File: config.mk
export PLATFORM = sky130hd
export DESIGN_NAME = mul_4x8x8_wallace
export DESIGN_NICKNAME = d
export VERILOG_FILES = /design/src/rtl/mul4x8x8_pkg.sv /design/src/rtl/mul8x8_wallace.sv /design/src/rtl/mul_4x8x8_wallace.sv
export SDC_FILE = /design/constraint.sdc
export NUM_CORES = 1
export LEC_CHECK = 0
export BUFFER_PORTS_ARGS = -buffer_cell sky130_fd_sc_hd__buf_2
export CORE_MARGIN = 5
export CORE_UTILIZATION = 60
export DETAILED_ROUTE_END_ITERATION = 8
export PLACE_DENSITY = 0.8
export SYNTH_ARGS = -nofsm -noshare
export SYNTH_HDL_FRONTEND = slang
export SYNTH_SLANG_ARGS = --single-unit
File: constraint.sdc
create_clock -name clk -period 1.4 [get_ports clk]
set_clock_uncertainty 0.1 [all_clocks]
set_input_delay 0.28 -clock clk [delete_from_list [all_inputs] [get_ports clk]]
set_output_delay 0.28 -clock clk [all_outputs]
set_load 0.005 [all_outputs]
File: src/rtl/mul4x8x8_pkg.sv
// Shared constants, lane types and the 3:2 counter helper for the 4-lane int8 multiplier.
// Latency constant follows the MUL4X8X8_PIPE_EN macro.
package mul4x8x8_pkg;

    localparam int LANES  = 4;
    localparam int LANE_W = 8;
    localparam int PROD_W = 16;

`ifdef MUL4X8X8_PIPE_EN
    localparam int PIPE_LAT = 2;
`else
    localparam int PIPE_LAT = 1;
`endif

    typedef logic [LANE_W-1:0] lane_op_t;
    typedef logic [PROD_W-1:0] lane_prod_t;

    typedef struct packed {
        lane_prod_t sum;
        lane_prod_t carry;
    } csa_t;

    // Row-wide full adder: three rows in, sum row and left-aligned carry row out.
    // Carries out of the MSB are dropped; the true product always fits in PROD_W bits.
    function automatic csa_t csa3(input lane_prod_t x, input lane_prod_t y, input lane_prod_t z);
        csa_t       r;
        lane_prod_t maj;
        maj     = (x & y) | (x & z) | (y & z);
        r.sum   = x ^ y ^ z;
        r.carry = {maj[PROD_W-2:0], 1'b0};
        return r;
    endfunction

endpackage

File: src/rtl/mul8x8_wallace.sv
// One unsigned 8x8 lane: AND-array partial products, Wallace 3:2 reduction, final CPA.
// With MUL4X8X8_PIPE_EN the two reduced rows are registered before the CPA.
module mul8x8_wallace
    import mul4x8x8_pkg::*;
(
`ifdef MUL4X8X8_PIPE_EN
    input  logic       clk_i,
    input  logic       rst_ni,
    input  logic       ld_i,
`endif
    input  lane_op_t   a_i,
    input  lane_op_t   b_i,
    output lane_prod_t prod_o
);

    lane_prod_t pp_s [LANE_W];
    csa_t       l1a_s, l1b_s, l2a_s, l2b_s, l3_s, l4_s;
    csa_t       rows_s;

    // Partial-product rows, each shifted into its weight position.
    always_comb begin
        for (int i = 0; i < LANE_W; i++) begin
            pp_s[i] = lane_prod_t'(a_i & {LANE_W{b_i[i]}}) << i;
        end
    end

    // Wallace levels: 8 -> 6 -> 4 -> 3 -> 2 rows.
    assign l1a_s = csa3(pp_s[0], pp_s[1], pp_s[2]);
    assign l1b_s = csa3(pp_s[3], pp_s[4], pp_s[5]);
    assign l2a_s = csa3(l1a_s.sum, l1a_s.carry, l1b_s.sum);
    assign l2b_s = csa3(l1b_s.carry, pp_s[6], pp_s[7]);
    assign l3_s  = csa3(l2a_s.sum, l2a_s.carry, l2b_s.sum);
    assign l4_s  = csa3(l3_s.sum, l3_s.carry, l2b_s.carry);

`ifdef MUL4X8X8_PIPE_EN
    csa_t rows_q, rows_d;

    // Only accepted operands enter the stage register, so idle-cycle junk never reaches the CPA.
    always_comb begin
        if (ld_i) begin
            rows_d = l4_s;
        end else begin
            rows_d = rows_q;
        end
    end

    // Reduced-row stage register.
    always_ff @(posedge clk_i or negedge rst_ni) begin
        if (!rst_ni) begin
            rows_q <= '{sum: 16'h0000, carry: 16'h0000};
        end else begin
            rows_q <= rows_d;
        end
    end

    assign rows_s = rows_q;
`else
    assign rows_s = l4_s;
`endif

    assign prod_o = rows_s.sum + rows_s.carry;

endmodule

File: src/rtl/mul_4x8x8_wallace.sv
// Four-lane SIMD unsigned 8x8->16 multiplier with valid pipeline and held output register.
// Define MUL4X8X8_PIPE_EN for a two-stage pipeline (L=2); default is L=1.
module mul_4x8x8_wallace
    import mul4x8x8_pkg::*;
(
    input  logic                       clk,
    input  logic                       rst_n,
    input  logic                       in_valid,
    input  logic [LANES*LANE_W-1:0]    in_a,
    input  logic [LANES*LANE_W-1:0]    in_b,
    output logic                       out_valid,
    output logic [LANES*PROD_W-1:0]    product
);

    logic [LANES*PROD_W-1:0] prod_s;
    logic                    fin_valid_s;
    logic                    out_valid_q;
    logic [LANES*PROD_W-1:0] product_q, product_d;

    for (genvar k = 0; k < LANES; k++) begin : g_lane
        lane_prod_t lane_prod_s;

        mul8x8_wallace u_lane (
`ifdef MUL4X8X8_PIPE_EN
            .clk_i  (clk),
            .rst_ni (rst_n),
            .ld_i   (in_valid),
`endif
            .a_i    (in_a[LANE_W*k +: LANE_W]),
            .b_i    (in_b[LANE_W*k +: LANE_W]),
            .prod_o (lane_prod_s)
        );

        assign prod_s[PROD_W*k +: PROD_W] = lane_prod_s;
    end

`ifdef MUL4X8X8_PIPE_EN
    logic s1_valid_q;

    // Valid bit tracking the reduced-row stage.
    always_ff @(posedge clk or negedge rst_n) begin
        if (!rst_n) begin
            s1_valid_q <= 1'b0;
        end else begin
            s1_valid_q <= in_valid;
        end
    end

    assign fin_valid_s = s1_valid_q;
`else
    assign fin_valid_s = in_valid;
`endif

    // Output register loads only with a valid result and holds otherwise.
    always_comb begin
        if (fin_valid_s) begin
            product_d = prod_s;
        end else begin
            product_d = product_q;
        end
    end

    // Output valid pulse and product register.
    always_ff @(posedge clk or negedge rst_n) begin
        if (!rst_n) begin
            out_valid_q <= 1'b0;
            product_q   <= 64'h0000_0000_0000_0000;
        end else begin
            out_valid_q <= fin_valid_s;
            product_q   <= product_d;
        end
    end

    assign out_valid = out_valid_q;
    assign product   = product_q;

endmodule

==> run summary <==
In this run the critical register-to-register path is launched from product[14]. Setup repair after global routing could not meet its margin everywhere. Summed over all cells, the static leakage comes to 7.281 nW. The max-slew violation count came out at 0.

The setup path with the least slack is of type primary input to flip-flop. Summing all non-filler instances in the final layout gives an area of 14790 um2. The commonest cells after synthesis are 177 x sky130_fd_sc_hd__and2_1, 156 x sky130_fd_sc_hd__fa_1, 153 x sky130_fd_sc_hd__inv_1. The hold violation total from the final report is 0. The maximum fanout count along the critical path works out to 6. The checks that failed: setup timing. The logs give 55 for the pin count of the biggest net entering global routing and 5 for the iteration count of the initial detailed-routing pass. The net count of the mapped netlist is 1304.

The logs give 981 for the post-synthesis instance total and 0.8566 for the routability congestion estimate from global placement. The smallest clock period supported by the final layout is computed as 4.207 ns. Most common cell in the netlist: sky130_fd_sc_hd__and2_1. The tools report the cell at the root of the clock tree as sky130_fd_sc_hd__clkbuf_16. Of the synthesized area, sequential elements account for 16.52%. The logs give 0.35 ns for the latest clock arrival within the worst-skew pair and 3.783 mm for the amount of wire on met3 after detailed routing.

In the final routing, the length of wire on met1 measures 13.11 mm. The flow ran to the end, but the final reports show violations. After detailed placement, the design holds a cell count of 1504. The number of warnings reported in the yosys synthesis log came out at 0. After synthesis, the largest area contributor takes up 31.73% of total cell area. In this run the deepest clock path goes through 2 buffers. The total of endpoints with negative setup slack in the final report was 57; the number of antenna violations at the first check in global routing was 0.

The number of ports placed on the die boundary was 132. The worst setup path is launched from a primary input. The tools report the global router's overall resource usage as 34.25%. The tools report the kind of capture point of the worst setup path as a flip-flop.

Max-cap violations in this run came to 0. Die span in y: 138.1 um. The number of standard cells in the layout, taps in and fillers out came out at 1563.

The worst register-to-register path ends at product[14]. The total die area was 19070 um2; the x dimension of the die was 138.1 um. The worst setup slack after layout was -2.807 ns. Based on the critical path, the design can be clocked at up to 0.2377 GHz. Summed over all layers, the routed wires come to 40.33 mm. After detailed routing, the number of remaining DRC violations is 0.

The slew at the pin closest to its max-slew limit is 0.4897 ns, and the count of cell types in the netlist is 47. The logs give 1.54 ns for the worst endpoint required time and 9801 for the overall via count from detail_route. In this run the top signal layer used is met4. In this run, the number of DRC markers left after iteration 0 of detailed routing was 993.

The initial core utilization was 61.52%. The synthesis-stage register bit count came out at 65. The number of nets in the layout was 1665; the sum of overflow across all layers after global routing was 0. Number of enable flip-flop cells after synthesis: 0.

Headroom to the max-slew limit came out at 67.01%. The global-route wire length before repair was 52.90 mm. At the worst endpoint, the arrival time is 4.35 ns.

TritonCTS built the clock tree. The layout cell share with drive strength beyond 1 is 49.00%, and the number of cells on the worst reg-to-reg path is 2. The count of input and output buffers was 131; the number of standard-cell rows in the floorplan was 46. The HPWL after detailed placement is 20.03 mm. On the final layout, the worst hold slack is 0.2068 ns.

Compared with the post-synthesis result, the final layout area differs by 50.23%. The internal reg-to-reg setup slack was 0.26 ns. Ranked by total cell area, the synthesized netlist is headed by sky130_fd_sc_hd__fa_1 32%, sky130_fd_sc_hd__dfrtp_1 17%, sky130_fd_sc_hd__ha_1 13%. The clock-pin slew on the worst setup and hold paths is 0.06 ns.

For the routed length on met2, the log shows 19.49 mm. The run gives 0 as the remaining antenna violation count after routing. Type of the most critical hold path: primary input to asynchronous set/reset pin. In the finished design, the share of the clock period the worst path needs comes to 300.5%.

The via count of the first global-routing pass is 10290. Average instance area after synthesis: 10.03 um2. Counting every sink on the clock net gives 65. Power spread over the standard cell area amounts to 1703 nW/um2. The fraction of registers with async set/reset is 100.0%.

Using the TritonRoute via totals, the vias-per-cell ratio works out to 6.271. The flip-flop cell with the highest count after synthesis was sky130_fd_sc_hd__dfrtp_1. For this run, the share of the core covered by cells in the final layout is 92.42%. The core region is 16000 um2. The library cell occupying the most area in the post-synthesis netlist is sky130_fd_sc_hd__fa_1. The antenna diode count was 0; the H-tree depth reported by CTS was 3.

The run gives 1323 uV as the peak supply drop. Overall power consumption after layout is estimated at 25.18 mW. The detailed-route wire length per cell is 25.80 um, and the number of buffers added by the clock tree synthesis step is 9. The total standard cell area after synthesis came out at 9843 um2.

The placed instances occupy a cell area of 12570 um2.
## final cells by class
type / instances / area [um2]
fill: 543 / 1212
clock buffer: 9 / 225.2
clock inverter: 7 / 47.55
multi-input combinational: 753 / 9046
inverter: 154 / 578.1
sequential: 65 / 1627
tap: 216 / 270.3
timing repair buffer: 359 / 2994
## logic make-up after synthesis
| group | synth area share, % |
|---|---|
| muxes | 5.301 |
| buffers and inverters | 6.216 |
| xor gates and xnor gates | 2.402 |
| DFF | 16.52 |
| AOI/OAI and AO/OA | 7.513 |
| adders and majority gates | 44.44 |
| and+or+nand+nor | 17.61 |
## how the worst max path moves through the flow
stage	cells after the start	to	slack (ns)	from
after floorplan	14	product[63]	-2.71	in_a[26]
after global placement	15	product[63]	-2.95	in_a[26]
after detailed placement	15	product[63]	-3.03	in_a[26]
after CTS	15	product[63]	-2.51	in_a[24]
after global routing	15	product[29]	-2.79	in_b[10]
final	15	product[29]	-2.81	in_b[13]
## power breakdown
| group | total, mW | switching (mW) | internal [mW] |
|---|---|---|---|
| sequential | 3.32 | 0.645 | 2.68 |
| combinational | 19.7 | 9.58 | 10.1 |
| clock | 2.15 | 0.954 | 1.19 |
| total | 25.2 | 11.2 | 14.0 |
## metrics by stage
step	TNS (ns)	setup WS [ns]
2_1_floorplan	-102.72	-2.711
3_3_place_gp	-121.21	-2.955
3_5_place_dp	-123.95	-3.030
4_1_cts	-98.85	-2.512
5_1_grt	-109.79	-2.790
6_report	-107.39	-2.807
## registers in the layout, summed over array words and instances (netlist names)
name       count
out_valid      1
product       64
## metal layers
layer  up-vias  track usage [%]
li1       3854                -
met1      4782            38.97
met2       812            60.84
met3       353            7.621
met4         0            16.90
met5         -                0
## critical path, cell delays in order
cell and delay (ns):
sky130_fd_sc_hd__buf_8 0.11, sky130_fd_sc_hd__and2_4 0.16, sky130_fd_sc_hd__fa_1 0.57, sky130_fd_sc_hd__inv_2 0.05, sky130_fd_sc_hd__fa_1 0.49, sky130_fd_sc_hd__fa_1 0.53
sky130_fd_sc_hd__inv_2 0.05, sky130_fd_sc_hd__fa_1 0.57, sky130_fd_sc_hd__ha_4 0.25, sky130_fd_sc_hd__a21o_4 0.26, sky130_fd_sc_hd__a221oi_4 0.37, sky130_fd_sc_hd__buf_4 0.17
sky130_fd_sc_hd__a21oi_2 0.06, sky130_fd_sc_hd__o21a_1 0.20, sky130_fd_sc_hd__o31ai_1 0.22
## cell usage in the layout, fill, tap and decap left out, types with 15 or more instances in the layout
cell	instances
sky130_fd_sc_hd__buf_4	174
sky130_fd_sc_hd__and2_1	130
sky130_fd_sc_hd__fa_1	127
sky130_fd_sc_hd__inv_1	124
sky130_fd_sc_hd__buf_2	83
sky130_fd_sc_hd__buf_6	77
sky130_fd_sc_hd__dfrtp_1	65
sky130_fd_sc_hd__nand2_1	61
sky130_fd_sc_hd__ha_1	59
sky130_fd_sc_hd__and2_4	47
sky130_fd_sc_hd__ha_4	40
sky130_fd_sc_hd__mux2_4	39
sky130_fd_sc_hd__inv_2	29
sky130_fd_sc_hd__fa_2	29
sky130_fd_sc_hd__buf_8	17
sky130_fd_sc_hd__o21ai_0	15
sky130_fd_sc_hd__nor2_1	15
## repair_timing
action / in CTS / in global routing
hold endpoints to repair: 65 / 0
resized for setup: 292 / 124
setup buffers: 31 / 22
endpoints found under the setup margin: 56 / 56
hold buffers: 1 / 0
pin swaps: 114 / 108
Power figures use the tool's default switching activity.
